===== src/rtl/iob_ptfloat2double_arb_pkg.sv =====
// Shared types and width helpers for the pt-float to double
// arbiter slice.
package iob_ptfloat2double_arb_pkg;

   localparam int FP_DP_DATA_W = 64;

   typedef enum logic [1:0] {
      PTF2D_IDLE  = 2'd0,
      PTF2D_ISSUE = 2'd1,
      PTF2D_WAIT  = 2'd2,
      PTF2D_RESP  = 2'd3
   } ptf2d_state_t;

   // Widest exponent/mantissa a pt-float word can carry
   function automatic int exp_max_w(input int ew_w);
      return (1 << ew_w) - 1;
   endfunction

   function automatic int man_max_w(input int data_w,
                                    input int ew_w);
      return data_w - ew_w - 1;
   endfunction

endpackage


===== src/rtl/iob_rr_arbiter.sv =====
// Round-robin arbiter: first request at or above ptr, with
// wrap, wins. Purely combinational.
module iob_rr_arbiter #(
   parameter int N_REQ = 4,
   parameter int ID_W  = 2
) (
   input  logic [N_REQ-1:0] req,
   input  logic [ID_W-1:0]  ptr,
   output logic [N_REQ-1:0] gnt,
   output logic [ID_W-1:0]  gnt_idx,
   output logic             gnt_vld
);

   always_comb begin
      gnt     = '0;
      gnt_idx = '0;
      gnt_vld = 1'b0;
      for (int i = 0; i < N_REQ; i++) begin
         int j;
         j = int'(ptr) + i;
         if (j >= N_REQ) j = j - N_REQ;
         if (!gnt_vld && req[j]) begin
            gnt[j]  = 1'b1;
            gnt_idx = ID_W'(j);
            gnt_vld = 1'b1;
         end
      end
   end

endmodule


===== src/rtl/iob_ptfloat2double_arb.sv =====
// Shares one pt-float to double converter between N_REQ
// requesters; one conversion in flight at a time.
module iob_ptfloat2double_arb
   import iob_ptfloat2double_arb_pkg::*;
#(
   parameter int DATA_W = 32,
   parameter int EW_W   = 4,
   parameter int N_REQ  = 4,
   localparam int ID_W  = $clog2(N_REQ),
   localparam int EXP_W = exp_max_w(EW_W),
   localparam int MAN_W = man_max_w(DATA_W, EW_W),
   localparam int FP_W  = FP_DP_DATA_W
) (
   input  logic               clk_i,
   input  logic               arst_n_i,
   input  logic               cke_i,
   input  logic [N_REQ-1:0]   req_valid_i,
   output logic [N_REQ-1:0]   req_ready_o,
   input  logic [N_REQ*EXP_W-1:0] req_exp_i,
   input  logic [N_REQ*MAN_W-1:0] req_man_i,
   output logic               cvt_start_o,
   input  logic               cvt_done_i,
   output logic [EXP_W-1:0]   cvt_exp_o,
   output logic [MAN_W-1:0]   cvt_man_o,
   input  logic [FP_W-1:0]    cvt_fp_i,
   output logic               rsp_valid_o,
   input  logic               rsp_ready_i,
   output logic [ID_W-1:0]    rsp_id_o,
   output logic [FP_W-1:0]    rsp_fp_o,
   output logic               busy_o
);

   ptf2d_state_t state, state_d;

   logic [ID_W-1:0]  ptr_q;
   logic [ID_W-1:0]  id_q;
   logic [EXP_W-1:0] exp_q;
   logic [MAN_W-1:0] man_q;
   logic [FP_W-1:0]  fp_q;
   logic             vld_q;

   logic [N_REQ-1:0] gnt;
   logic [ID_W-1:0]  gnt_idx;
   logic             gnt_vld;
   logic [ID_W-1:0]  ptr_nxt;
   logic             acc;
   logic             cap;
   logic             hs;

   iob_rr_arbiter #(
      .N_REQ (N_REQ),
      .ID_W  (ID_W)
   ) u_arb (
      .req     (req_valid_i),
      .ptr     (ptr_q),
      .gnt     (gnt),
      .gnt_idx (gnt_idx),
      .gnt_vld (gnt_vld)
   );

   // Explicit wrap so non-power-of-two N_REQ stays in range
   assign ptr_nxt = (gnt_idx == ID_W'(N_REQ - 1)) ?
                    '0 : gnt_idx + ID_W'(1);

   always_comb begin
      state_d = state;
      acc     = 1'b0;
      cap     = 1'b0;
      hs      = 1'b0;
      unique case (state)
         PTF2D_IDLE: begin
            if (gnt_vld) begin
               acc     = 1'b1;
               state_d = PTF2D_ISSUE;
            end
         end
         PTF2D_ISSUE: begin
            if (cvt_done_i) begin
               cap     = 1'b1;
               state_d = PTF2D_RESP;
            end else begin
               state_d = PTF2D_WAIT;
            end
         end
         PTF2D_WAIT: begin
            if (cvt_done_i) begin
               cap     = 1'b1;
               state_d = PTF2D_RESP;
            end
         end
         PTF2D_RESP: begin
            if (rsp_ready_i) begin
               hs      = 1'b1;
               state_d = PTF2D_IDLE;
            end
         end
         default: state_d = PTF2D_IDLE;
      endcase
   end

   always_ff @(posedge clk_i or negedge arst_n_i) begin
      if (!arst_n_i) begin
         state <= PTF2D_IDLE;
         ptr_q <= '0;
         id_q  <= '0;
         exp_q <= '0;
         man_q <= '0;
         fp_q  <= '0;
         vld_q <= 1'b0;
      end else if (cke_i) begin
         state <= state_d;
         if (acc) begin
            exp_q <= req_exp_i[gnt_idx*EXP_W +: EXP_W];
            man_q <= req_man_i[gnt_idx*MAN_W +: MAN_W];
            id_q  <= gnt_idx;
            ptr_q <= ptr_nxt;
         end
         if (cap) begin
            fp_q  <= cvt_fp_i;
            vld_q <= 1'b1;
         end
         if (hs) vld_q <= 1'b0;
      end
   end

   // Ready is combinational, so it is also masked while in reset
   assign req_ready_o = (state == PTF2D_IDLE && cke_i && arst_n_i) ?
                        gnt : '0;
   assign cvt_start_o = (state == PTF2D_ISSUE) && cke_i;
   assign cvt_exp_o   = exp_q;
   assign cvt_man_o   = man_q;
   assign rsp_valid_o = vld_q;
   assign rsp_id_o    = id_q;
   assign rsp_fp_o    = fp_q;
   assign busy_o      = (state != PTF2D_IDLE);

endmodule


===== config.mk =====
export PLATFORM = sky130hd
export DESIGN_NAME = iob_ptfloat2double_arb
export DESIGN_NICKNAME = d
export VERILOG_FILES = /design/src/rtl/iob_ptfloat2double_arb_pkg.sv /design/src/rtl/iob_rr_arbiter.sv /design/src/rtl/iob_ptfloat2double_arb.sv
export SDC_FILE = /design/constraint.sdc
export NUM_CORES = 1
export LEC_CHECK = 0
export BUFFER_PORTS_ARGS = -buffer_cell sky130_fd_sc_hd__buf_2
export CORE_AREA = 2 2 136 138
export DETAILED_ROUTE_END_ITERATION = 8
export DIE_AREA = 0 0 138 140
export MAX_ROUTING_LAYER = met4
export PLACE_DENSITY = 0.72
export SLEW_MARGIN = 40
export SYNTH_ARGS = -nofsm -noshare
export SYNTH_HDL_FRONTEND = slang
export SYNTH_SLANG_ARGS = --single-unit
export TNS_END_PERCENT = 5

===== constraint.sdc =====
create_clock -name clk_i -period 3.96 [get_ports clk_i]
set_clock_uncertainty 0.05 [all_clocks]
set_input_delay 0.594 -clock clk_i [delete_from_list [all_inputs] [get_ports clk_i]]
set_output_delay 0.594 -clock clk_i [all_outputs]
set_load 0.05 [all_outputs]

After elaboration in Yosys (flattened, before gate mapping)
Index checks and enable logic that the tools add are counted.
Cells by class
  mux-type cells: 51
  add/subtract/negate cells: 8
  magnitude comparators: 12
  reduce and logical (&&, ||, !) cells: 21
  bitwise logic cells: 3
  multipliers: 2
  shift operators: 2
  eq/ne operators: 7
Operator list (number)
  $ge 32x1->1 const B: 4
  $lt 32x4->1 const B: 4
  $mux 32: 4
  $shiftx 108x8->27: 1
  $ge 32x4->1 const B: 3
  $sub 32x4->32 const B: 3
  $shiftx 60x7->15: 1
  $mux 1: 25
  $mux 4: 5
  $mux 2: 8
  $or 4x4->4: 3
  $logic_and 1x1->1: 10
  $bmux 1 s2: 4
  $demux 1 s2: 4
  $pmux 2 s4: 1
  $mul 2x5->7 const B: 1
  $add 2x2->3 const B: 2
  $eq 2x2->1 const B: 3
  $mul 2x4->6 const B: 1
  $ne 2x2->1 const B: 3
  $reduce_and 2->1: 3
  $reduce_and 4->1: 1
  $reduce_bool 2->1: 2
  $sub 2x3->4 const B: 1
  other kinds (7): 9
Word-level totals
  flip-flop bits (word level): 113
  logic and storage cells: 113
  output and inout port bits: 115

Logic depth before layout (Yosys ltp)
  word-level depth: 18
  depth in mapped cells: 13
  depth with buffers taken out: 8

By module
From an unflattened synthesis, not the netlist that was laid out.
Second synthesis, totals
  cells, all modules: 363
  area total of the unflattened synthesis: 5863.1 um2
Modules (own cells, without submodules)
  iob_ptfloat2double_arb: area each 5402.7 um2, seq. area each 2827.7 um2, cells an instance 315, times used 1
  iob_rr_arbiter: area each 460.4 um2, seq. area each 0.0 um2, cells an instance 48, times used 1

Worst setup path before layout
No wires, ideal clock.
  kind: reg2out
  start point: register ptr_q[0]
  end point: output req_ready_o[0]
  stages on the path, launching flop included: 11
  path slack: 0.523 ns
  arrival: 2.793 ns
  buffers on the path: 2
  data required time: 3.316 ns
  cell sequence: dfrtp_1 buf_2 inv_1 ha_1 buf_6 mux4_2 nor2b_4 a22oi_1 nor2_1 a221oi_1 nor2_1
Between the ends
  longest elaborated chain between the ends: 16
  elaborated cells on any way between the ends: 64
RTL lines
  from (decl): RTL line iob_ptfloat2double_arb.sv:35  | logic [ID_W-1:0] ptr_q;
  from (signal assigned): RTL line iob_ptfloat2double_arb.sv:116  | ptr_q <= ptr_nxt;
  parallel branches: the longest is 14 deep, another holds $sub 32x4->32
  $mux 4 (*): RTL line iob_rr_arbiter.sv:22  | if (!gnt_vld && req[j]) begin
  $mux 4 (*): RTL line iob_ptfloat2double_arb.sv:127  | assign req_ready_o = (state == PTF2D_IDLE && cke_i && arst_n_i) ?
  to (decl): RTL line iob_ptfloat2double_arb.sv:18  | output logic [N_REQ-1:0] req_ready_o,
Every way passes the cells marked *. The select of a mux whose other input is x is not followed.

Worst setup path after layout
  start point: register ptr_q[1]
  end point: output req_ready_o[3]
Same word-level chain as after synthesis.

==> metrics <==
reg-to-reg critical path startpoint=ptr_q[1]; Final TNS setup=0 ns; vias post-DR=5207; number of setup violations in the final report=0; clock root buffer=sky130_fd_sc_hd__clkbuf_16; cell count of the worst reg-to-reg path=8; standard cell with the maximum stage delay on the critical path=sky130_fd_sc_hd__mux4_2; Synthesis Warnings=0; Critical Path Source Type=register; grt met2 use=0.322; area of the multi-input gates=2720 um^2; post-detailed-route DRC marker count=0; clock latency on the worst-skew pair=0.40 ns; number of nets with antenna violations after routing=0; count of standard-cell rows=49; Seq. cell area=2830 um^2; layout net count=1073; count of flip-flops with a built-in enable after synthesis=0; # port buffers=355; post_cts resized=0; top-level port count=356; clock-pin slew on the worst setup and hold paths=0.06 ns; area of the core=17800 um^2; cells taking the most area after synthesis=sky130_fd_sc_hd__dfrtp_1 49%, sky130_fd_sc_hd__mux2i_1 15%, sky130_fd_sc_hd__mux2_2 12%; initial antenna violation count=3; class of the tightest hold or removal check=in2async; Worst Setup Path Type=reg2out; synth-to-layout area growth=44.3%; most frequent CP cell=sky130_fd_sc_hd__nor2_1; total nets after synthesis=728; syn avg cell area=12.1 um^2; Synth async-reset ratio=1.00; number of different library cells in the post-synthesis netlist=34; CTS tree=yes; commonest register cell after synthesis=sky130_fd_sc_hd__dfrtp_1; Detailed Place HPWL=13.9 mm; Post-Synthesis Cell Area=5790 um^2; ordered list of cells on the worst path=inv_1, ha_1, mux4_2, nor2b_4, a22oi_1, nor2_1, a221oi_1, nor2_1, buf_2; GRT Total Usage=0.189; Required @ worst endpoint=3.32 ns; most frequent cell after synthesis=sky130_fd_sc_hd__dfrtp_1; 1st-pass router iterations=4; Slew @ Worst Pin=0.685 ns; Detailed Route WL=18.2 mm; cell taking the most area after synthesis=sky130_fd_sc_hd__dfrtp_1; part of the Yosys area used for sequential elements=0.489; worst endpoint data arrival time=2.99 ns; FILL cells=1653; met3 track demand over resource=0.0520; capturing element type of the critical path=output port; max incr delay on CP=0.63 ns; Die X-Extent=138 um; Hold Vio Cnt, Final=0; Max-cap violations=0; cell types with the highest counts after synthesis=113 x sky130_fd_sc_hd__dfrtp_1, 89 x sky130_fd_sc_hd__mux2i_1, 64 x sky130_fd_sc_hd__mux2_2; via count of the first global-routing pass=5585; Power Dens Cells=1040 nW/um^2; first-pass GRT wire length=28.4 mm; synthesized netlist cell count=477; share of the synthesized area in the top cell type=0.489; number of slew-limit violations in the final report=0; time the final worst path needs with I/O delays and setup=3.64 ns; fraction of layout cells with a size suffix above 1=0.564; maximum vdd ir drop=0.596 mV; Final Core Density=0.470; static leakage=0.00443 uW; number of buffers inserted by post-CTS setup repair=0; endpoint of the lowest-slack register-to-register path=cvt_exp_o[7]; result of the run=complete, no violations; maximum level of the CTS H-tree=4; number of design-rule violations left by the first detailed-router iteration=236; largest net degree at the start of global routing=72; RSZ-0062 raised after global routing=no; cts-stage hold buffer count=0; die height=140 um; Initial Util=0.325; CTS sink cnt=113; worst slew margin relative to its limit=0.530; via count normalized by instance count=4.88; GR met1 Demand/Resource=0.215; flip-flop and latch count after synthesis=113; die area=19300 um^2; Worst R2R Setup Slack=0.66 ns; number of buffers created by CTS=17; ratio of final minimum period to clock period=0.918; detailed-route wire length per cell=17.0 um; most utilized layer in the global route result=met2; final estimated routing congestion in global placement=0.846; maximum clock insertion buffer count=2; GRT overflow=0; f_max=0.275 GHz; top fanout value on the critical path=9
-- worst max-delay path, delay by kind of cell (launching register included) --
family	cells	cell delay, ns
multiplexers	1	0.63
adder cells (fa/ha/maj)	1	0.45
flip-flops	1	0.53
AO/OA/AOI/OAI	2	0.15
buffers and inverters	2	0.38
AND/OR/NAND/NOR	3	0.43
-- metal layers --
| metal | vias to the layer above | part of all wire | routed length (um) |
|---|---|---|---|
| li1 | 2455 | - | - |
| met1 | 2516 | 0.40 | 7330 |
| met2 | 210 | 0.52 | 9420 |
| met3 | 26 | 0.057 | 1030 |
| met4 | 0 | 0.022 | 399 |
| met5 | - | 0 | 0 |
-- cells by family (layout without fill, tap and decap cells) --
| family | after synthesis | after routing | synth area share |
|---|---|---|---|
| and+or+nand+nor | 80 | 80 | 0.0603 |
| xor gates and xnor gates | 1 | 1 | 0.00151 |
| DFF | 113 | 113 | 0.489 |
| AOI/OAI and AO/OA | 70 | 70 | 0.0956 |
| buffers and inverters | 47 | 405 | 0.0433 |
| adders and majority gates | 10 | 10 | 0.0216 |
| other | 0 | 3 | 0 |
| muxes | 156 | 156 | 0.289 |
-- report_power, final --
| group | internal [uW] | switching (uW) | total (uW) |
|---|---|---|---|
| sequential | 1730 | 293 | 2020 |
| clock | 943 | 605 | 1550 |
| combinational | 1640 | 3480 | 5130 |
-- cell type report --
cell class              count  share of cell area
well taps                 229              0.0343
diodes                      3            0.000899
clock inverters            15              0.0207
flip-flops and latches    113               0.339
clock buffers              17              0.0509
multi-input cells         317               0.325
repair buffers            365               0.226
inverters                   8             0.00360
-- metrics by stage --
stage / cells / hold WS, ns / power, uW / area [um^2] / setup slack (ns)
final: 1067 / 0.136 / 8700 / 8350 / 0.325
after CTS: 1064 / 0.146 / 8780 / 8340 / 0.321
after global placement: 1032 / 0.411 / 7100 / 7740 / 0.760
after detailed placement: 1032 / 0.417 / 7190 / 7740 / 0.654
after global routing: 1067 / 0.165 / 9150 / 8350 / 0.0290
after floorplan: 477 / 0.248 / 6090 / 5790 / 0.523
-- layout by cell type, fill, tap and decap left out, types with 2 or more instances in the layout --
master,count
sky130_fd_sc_hd__nand2_1,50
sky130_fd_sc_hd__a221oi_1,4
sky130_fd_sc_hd__o221ai_1,43
sky130_fd_sc_hd__nor2_1,13
sky130_fd_sc_hd__a21oi_1,4
sky130_fd_sc_hd__inv_6,5
sky130_fd_sc_hd__a211oi_1,2
sky130_fd_sc_hd__mux2_2,64
sky130_fd_sc_hd__clkbuf_16,17
sky130_fd_sc_hd__or2_2,2
sky130_fd_sc_hd__buf_4,8
sky130_fd_sc_hd__o21ai_0,5
sky130_fd_sc_hd__o21ai_1,4
sky130_fd_sc_hd__bufinv_16,2
sky130_fd_sc_hd__nor3b_1,3
sky130_fd_sc_hd__mux2i_1,89
sky130_fd_sc_hd__clkinv_4,4
sky130_fd_sc_hd__nor3_1,2
sky130_fd_sc_hd__diode_2,3
sky130_fd_sc_hd__inv_1,8
sky130_fd_sc_hd__ha_1,10
sky130_fd_sc_hd__buf_2,354
sky130_fd_sc_hd__buf_12,2
sky130_fd_sc_hd__a22oi_1,6
sky130_fd_sc_hd__clkinvlp_4,3
sky130_fd_sc_hd__mux4_2,2
sky130_fd_sc_hd__dfrtp_1,113
-- how the worst max path moves through the flow --
stage                     startpoint        endpoint
final                       ptr_q[1]  req_ready_o[3]
after global routing        ptr_q[1]  req_ready_o[3]
after CTS                   ptr_q[1]  req_ready_o[3]
after detailed placement    ptr_q[1]    cvt_exp_o[0]
after global placement      ptr_q[1]   cvt_exp_o[10]
after floorplan             ptr_q[0]  req_ready_o[0]
-- registers in the layout, summed over array words and instances (netlist names) --
register / count
cvt_exp_o: 15
rsp_id_o: 2
rsp_valid_o: 1
state: 2
rsp_fp_o: 64
cvt_man_o: 27
ptr_q: 2
Power figures use the tool's default switching activity.
